### src/rtl/instr_aligner.sv
// -----------------------------------------------------------------------------
// instr_aligner
//
// Sits between the fetch stage and the instruction decoder. It turns a stream
// of 32-bit fetch words into one aligned instruction per transfer. A
// compressed (RVC) instruction is delivered in [15:0] with [31:16] = 0. A full
// 32-bit (RVI) instruction is delivered as is. The block handles:
//   - instructions that straddle two fetch words,
//   - flush targets that start at half-word offset 2,
//   - per-half prediction marks,
//   - propagation of the fetch status of the source word(s).
//
// Ports
//   s_clk_i            clock
//   s_resetn_i         synchronous active-low reset
//   s_flush_i          pipeline flush / redirect (highest priority)
//   s_flush_offset_i   redirect target bit 1 (1 = start at upper half-word)
//   s_fetch_valid_i    fetch word valid
//   s_fetch_ready_o    fetch word consumed this cycle
//   s_fetch_instr_i    fetch word
//   s_fetch_error_i    fetch status of the word
//   s_fetch_pred_i     [0]/[1]: predicted-taken instruction starts in lower/upper half
//   s_valid_o          aligned instruction valid
//   s_ready_i          decoder accepts
//   s_instr_o          aligned instruction
//   s_fetch_error_o    combined fetch status
//   s_align_error_o    alignment / prediction inconsistency
//   s_prediction_o     prediction attached to the instruction
//   dbg_state_o        current FSM state (EMPTY=0, HALF=1, SKIP=2)
//
// Handshake rules
//   Output side: an instruction moves to the decoder when s_valid_o and
//   s_ready_i are both high in the same cycle. s_valid_o does not depend on
//   s_ready_i. Fetch side: s_fetch_ready_o is a "consumed" strobe. It is only
//   ever high together with s_fetch_valid_i, and the word is gone after that
//   edge. All outputs are combinational from the state and the current word.
//   State changes only on transfers and on flush.
// -----------------------------------------------------------------------------
module instr_aligner (
  input  logic        s_clk_i,
  input  logic        s_resetn_i,
  input  logic        s_flush_i,
  input  logic        s_flush_offset_i,
  input  logic        s_fetch_valid_i,
  output logic        s_fetch_ready_o,
  input  logic [31:0] s_fetch_instr_i,
  input  logic [2:0]  s_fetch_error_i,
  input  logic [1:0]  s_fetch_pred_i,
  output logic        s_valid_o,
  input  logic        s_ready_i,
  output logic [31:0] s_instr_o,
  output logic [2:0]  s_fetch_error_o,
  output logic        s_align_error_o,
  output logic        s_prediction_o,
  output logic [1:0]  dbg_state_o
);

  // "No fetch error" encoding, matching the core-wide fetch status encoding.
  localparam logic [2:0] FETCH_VALID = 3'b000;

  typedef enum logic [1:0] {
    EMPTY = 2'd0,  // no pending half-word
    HALF  = 2'd1,  // buffer holds an upper half-word still to be used
    SKIP  = 2'd2   // next word's lower half must be discarded (redirect to +2)
  } state_t;

  state_t      st_q, st_d;
  logic [15:0] b_q, b_d;
  logic [2:0]  be_q, be_d;
  logic        bp_q, bp_d;

  logic [15:0] w_lo, w_hi;
  logic        lo_rvc, hi_rvc, b_rvc;
  logic        take;
  logic        straddle_aerr;

  assign w_lo   = s_fetch_instr_i[15:0];
  assign w_hi   = s_fetch_instr_i[31:16];
  assign lo_rvc = (w_lo[1:0] != 2'b11);
  assign hi_rvc = (w_hi[1:0] != 2'b11);
  assign b_rvc  = (b_q[1:0] != 2'b11);
  assign take   = s_ready_i;

  // A predicted jump on the buffered half means the next word is the jump
  // target, not the continuation. The same holds when the incoming word's
  // lower half is marked as a predicted-taken instruction start.
  assign straddle_aerr = bp_q | s_fetch_pred_i[0];

  assign dbg_state_o = st_q;

  always_ff @(posedge s_clk_i) begin
    if (!s_resetn_i) begin
      st_q <= EMPTY;
      b_q  <= '0;
      be_q <= '0;
      bp_q <= 1'b0;
    end else begin
      st_q <= st_d;
      b_q  <= b_d;
      be_q <= be_d;
      bp_q <= bp_d;
    end
  end

  always_comb begin
    st_d            = st_q;
    b_d             = b_q;
    be_d            = be_q;
    bp_d            = bp_q;
    s_valid_o       = 1'b0;
    s_fetch_ready_o = 1'b0;
    s_instr_o       = '0;
    s_fetch_error_o = '0;
    s_align_error_o = 1'b0;
    s_prediction_o  = 1'b0;

    if (!s_resetn_i) begin
      // Outputs stay quiet. The register reset takes care of the state.
    end else if (s_flush_i) begin
      // Drop whatever word is on the fetch interface and restart alignment.
      s_fetch_ready_o = s_fetch_valid_i;
      st_d            = s_flush_offset_i ? SKIP : EMPTY;
      b_d             = '0;
      be_d            = '0;
      bp_d            = 1'b0;
    end else begin
      case (st_q)
        EMPTY: begin
          if (s_fetch_valid_i) begin
            s_valid_o       = 1'b1;
            s_fetch_error_o = s_fetch_error_i;
            s_prediction_o  = s_fetch_pred_i[0];
            if (lo_rvc) begin
              s_instr_o = {16'b0, w_lo};
              if (take) begin
                s_fetch_ready_o = 1'b1;
                // After a predicted-taken RVC the upper half is off-path.
                if (!s_fetch_pred_i[0]) begin
                  b_d  = w_hi;
                  be_d = s_fetch_error_i;
                  bp_d = s_fetch_pred_i[1];
                  st_d = HALF;
                end
              end
            end else begin
              s_instr_o       = s_fetch_instr_i;
              // A prediction mark on the upper half of an RVI is inconsistent.
              s_align_error_o = s_fetch_pred_i[1];
              s_fetch_ready_o = take;
            end
          end
        end

        HALF: begin
          if (b_rvc) begin
            // The buffered half is a whole instruction and needs no new word.
            s_valid_o       = 1'b1;
            s_instr_o       = {16'b0, b_q};
            s_fetch_error_o = be_q;
            s_prediction_o  = bp_q;
            if (take) st_d = EMPTY;
          end else if (s_fetch_valid_i) begin
            s_valid_o       = 1'b1;
            s_instr_o       = {w_lo, b_q};
            s_prediction_o  = bp_q;
            // The first word's error wins. Otherwise report the second word's.
            s_fetch_error_o = (be_q != FETCH_VALID) ? be_q : s_fetch_error_i;
            s_align_error_o = straddle_aerr;
            if (take) begin
              s_fetch_ready_o = 1'b1;
              if (straddle_aerr) begin
                st_d = EMPTY;
              end else begin
                b_d  = w_hi;
                be_d = s_fetch_error_i;
                bp_d = s_fetch_pred_i[1];
              end
            end
          end
        end

        SKIP: begin
          if (s_fetch_valid_i) begin
            if (hi_rvc) begin
              s_valid_o       = 1'b1;
              s_instr_o       = {16'b0, w_hi};
              s_fetch_error_o = s_fetch_error_i;
              s_prediction_o  = s_fetch_pred_i[1];
              if (take) begin
                s_fetch_ready_o = 1'b1;
                st_d            = EMPTY;
              end
            end else begin
              // Nothing to emit yet. The word is absorbed into the buffer
              // whether or not the decoder is ready.
              s_fetch_ready_o = 1'b1;
              b_d             = w_hi;
              be_d            = s_fetch_error_i;
              bp_d            = s_fetch_pred_i[1];
              st_d            = HALF;
            end
          end
        end

        default: st_d = EMPTY;
      endcase
    end
  end

endmodule
### config.mk
export PLATFORM = sky130hd
export DESIGN_NAME = instr_aligner
export DESIGN_NICKNAME = d
export VERILOG_FILES = /design/src/rtl/instr_aligner.sv
export SDC_FILE = /design/constraint.sdc
export NUM_CORES = 1
export LEC_CHECK = 0
export BUFFER_PORTS_ARGS = -buffer_cell sky130_fd_sc_hd__buf_2
export CAP_MARGIN = 20
export CELL_PAD_IN_SITES_DETAIL_PLACEMENT = 0
export CELL_PAD_IN_SITES_GLOBAL_PLACEMENT = 1
export CORE_ASPECT_RATIO = 0.5
export CORE_UTILIZATION = 34
export CTS_BUF_LIST = sky130_fd_sc_hd__clkbuf_8
export CTS_CLUSTER_SIZE = 24
export DETAILED_ROUTE_END_ITERATION = 6
export PLACE_DENSITY_LB_ADDON = 0.08
export SLEW_MARGIN = 20
export SYNTH_ARGS = -nofsm -noshare
export SYNTH_HDL_FRONTEND = slang
export SYNTH_SLANG_ARGS = --single-unit
### constraint.sdc
create_clock -name s_clk_i -period 2.7 [get_ports s_clk_i]
set_input_delay 0.405 -clock s_clk_i [delete_from_list [all_inputs] [get_ports s_clk_i]]
set_output_delay 0.405 -clock s_clk_i [all_outputs]
set_load 0.01 [all_outputs]
==> results.md <==
- Clock tree synthesis selected as its root buffer the cell clkbuf_8.
- The number of nets in the layout is 349.
- The most used flip-flop cell after synthesis is dfxtp_1.
- The share of layout cells above drive strength 1 is 34.1%.
- The initial antenna violation count came to 0.
- Across all setup checks in the final design, the least slack found is 164 ps.
- After legalization and detailed placement, the total HPWL measured 4040 microns.
- Pin placement for this block handled 84 I/O pins.
- After filler insertion, the fill cell instance count of the layout stands at 493.
- In this design, the stage delay of the slowest critical-path cell is 660 ps.
- The floorplan die width is 101 microns.
- The first-pass detailed-route iteration total is 6.
- TritonCTS built the clock tree.
- The number of nets in the synthesized netlist is 277.
- The number of nets still failing antenna checks after routing is 0.
- Entering global routing, the biggest net connects 34 pins.
- The floorplan has 17 rows.
- The path with the worst hold slack has its endpoint at dbg_state_o[1]$_SDFFE_PN0P_.
- Tracing the worst setup path back leads to its startpoint at dbg_state_o[1]$_SDFFE_PN0P_.
- The area occupied by multi-input gates is 1100 sq um.
- For this design the ratio of total power to cell area is 375 nW/um^2.
- The count of yosys warnings during synthesis is 0.
- From synthesis to final layout, the design area changed by 30.6%.
- For this design, the slowest cell found on the critical path is dfxtp_1.
- The via count of the first global-routing pass is 1,828.
- The flop and latch count out of synthesis is 22.
- The count of cells resized by post-cts repair is 0.
- Clock skew on the completed layout was measured at 7.69 ps.
- In this run the critical register-to-register path is captured at b_q[3]$_SDFFE_PP0P_.
- The netlist uses 39 different library cells.
- The total grt overflow is 0.
- The cell accounting for the most synthesized area is dfxtp_1.
- The detailed-route wire length per cell is 15.6 microns.
- The setup check on the worst reg-to-reg path leaves a slack of 410 ps.
- Prior to clock tree synthesis, the placed netlist has a worst setup slack of 427 ps.
- The synthesized design devotes to its leading area cell type 26.4% of total area.
- The congestion estimate from routability-driven global placement came to 0.834.
- The number of H-tree levels is 1.
- The full die area is 5210 sq um.
- The maximum VDD drop is 0.000197 V.
- STA puts the critical path data arrival time at 2130 ps.
- The number of cells on the worst hold path is 2.
- The final hold violation count is 0.
- The clock period minus worst slack is 2540 ps.
- The min-delay analysis places its worst path in the category input port to flip-flop.
- By count the netlist is led by 32 x a21oi_1, 32 x nor2_1, 24 x o21ai_0.
- The count of cells along the worst register-to-register path is 4.
- The post-route DRC violation count is 0.
- The hold buffer count at cts is 0.
- The overall via count from detail_route is 2,127.
- In this run the standard cell core region covers 4550 sq um.
- The count of endpoints failing setup in the final report is 0.
- The area occupied by registers is 440 sq um.
- In this run the vertical extent of the chip is 51.6 microns.
- The fraction of registers with async set/reset is 0%.
- After detailed routing, the number of vias per cell comes to 5.73.
- The analysis attributes to cell leakage a power of 0.920 nW.
- At the later pin of the worst-skew pair, clock insertion delay measures 270 ps.
- The share of the Yosys chip area taken by registers is 26.4%.
- The critical path start-end classification is flip-flop to primary output.
- By area the synthesized netlist is led by dfxtp_1 26%, a21oi_1 9.6%, a222oi_1 8.4%.
- The post-synthesis instance area is 1670 sq um.
- The tool flagged a number of max-cap violations equal to 0.
- The start point of the worst min-delay path is s_resetn_i.
- The origin of the critical flop-to-flop path is dbg_state_o[1]$_SDFFE_PN0P_.
- The run finished with clean final reports.
- The average cell area after synthesis is 7.14 sq um.
- The number of setup buffers added after CTS is 0.
- The first-pass GRT wire length is 9050 microns.
- The number of input and output port buffers inserted is 83.
- Synthesis produced 234 cells.
- The worst max-slew margin expressed relative to the limit is 50.5%.
- Setup repair after global routing left no endpoint under its margin.
- STA puts the critical path data required time at 2300 ps.
- The clock-pin transition on the worst setup and hold timing paths is 90 ps.
- Clock tree synthesis inserted a total of 3 buffers.
- The share of the clock period used by the worst path after layout is 93.9%.
- The slew at the pin closest to its max-slew limit is 742 ps.
- The highest attainable clock frequency is 0.394 GHz.
- The total global-route track usage is 22.6%.
- Traced cell by cell, the critical path runs through nand2b_4 > a31oi_2 > buf_4 > a222oi_1 > nor2_1 > buf_2.
- The total negative slack for setup checks is 0 ps.
- The critical path endpoint category is a primary output.
- The number of synthesized flops with an enable pin is 0.
- Wires add up to 5780 microns.
- The initial detailed-routing violation count is 148.
- The startpoint type of the worst setup path is a flip-flop.
- The clock tree buffer depth is 2.
- The antenna diode count is 0.
- Once the floorplan was initialized, standard cells occupied 36.7% of the core.
- Of all nets on the critical path, the largest fanout is 14.
- The final-report max-slew violation count was 0.
- The number of sinks handled by clock tree synthesis is 22.
[placed cells by master, fill, tap and decap left out, types with 2 or more instances in the layout]
cell type / netlist / final
a22o_1: 2 / 2
a21oi_1: 32 / 32
nor2b_1: 4 / 4
nand2_1: 12 / 12
a31oi_1: 2 / 2
buf_2: 3 / 83
dfxtp_1: 22 / 22
a222oi_1: 14 / 14
a211o_1: 2 / 2
nor3_1: 2 / 2
a22oi_1: 16 / 16
nor2_1: 32 / 32
o21ai_0: 24 / 24
nand3_1: 21 / 21
inv_1: 3 / 3
and3_1: 3 / 2
clkbuf_8: 0 / 3
nand4b_1: 2 / 2
buf_4: 4 / 8
a32o_1: 2 / 2
[cell type report]
class                   instances  share of cell area (%)
clock buffers                   3                    1.89
clock inverters                 1                    1.38
inverters                       3                   0.516
multi-input cells             185                    50.4
flip-flops and latches         22                    20.2
well taps                      66                    3.79
repair buffers                 91                    21.8
[report_power, final]
group | internal, mW | switching (mW)
Clock | 0.198 | 0.114
Combinational | 0.0687 | 0.100
Sequential | 0.329 | 0.00732
[cell families (layout without fill, tap and decap cells)]
| kind of cell | count (synthesis) | in the layout | share of synthesized area (%) |
|---|---|---|---|
| AO/OA/AOI/OAI | 100 | 100 | 39.4 |
| AND/OR/NAND/NOR | 85 | 85 | 25.6 |
| buffers and inverters | 27 | 98 | 8.61 |
| flip-flops | 22 | 22 | 26.4 |
[routing by layer]
layer | GRT usage, % | share of wire [%]
met5 | 0 | 0
met4 | 3.62 | 0.59
met1 | 30.6 | 47
met3 | 4.44 | 6.9
met2 | 38.2 | 45
[metrics by stage]
step / instances / instance area, sq um / utilization [%] / power (mW) / hold WS [ps]
5_1_grt: 371 / 2180 / 47.9 / 0.857 / 406
6_report: 371 / 2180 / 47.9 / 0.818 / 388
3_3_place_gp: 367 / 2110 / 46.3 / 0.510 / 456
2_1_floorplan: 234 / 1670 / - / 0.433 / 445
4_1_cts: 371 / 2180 / 47.9 / 0.821 / 399
3_5_place_dp: 367 / 2110 / 46.3 / 0.511 / 461
[critical path, delay by kind of cell, from the launching register on]
family	cells	cell delay [ps]
AOI/OAI and AO/OA	2	430
buffers and inverters	2	410
DFF	1	660
and+or+nand+nor	2	350
[worst max path at each step]
stage                     to  slack (ps)  cells past startpoint
2_1_floorplan  s_instr_o[21]         760                      7
3_3_place_gp    s_instr_o[6]         450                      6
3_5_place_dp   s_instr_o[14]         430                      6
4_1_cts        s_instr_o[14]         140                      3
5_1_grt        s_instr_o[29]          20                      6
6_report       s_instr_o[14]         160                      6
[state kept, by name, summed over array words and instances (netlist names)]
register / count
b_q: 16
be_q: 3
bp_q: 1
dbg_state_o: 2
Power figures use the tool's default switching activity.
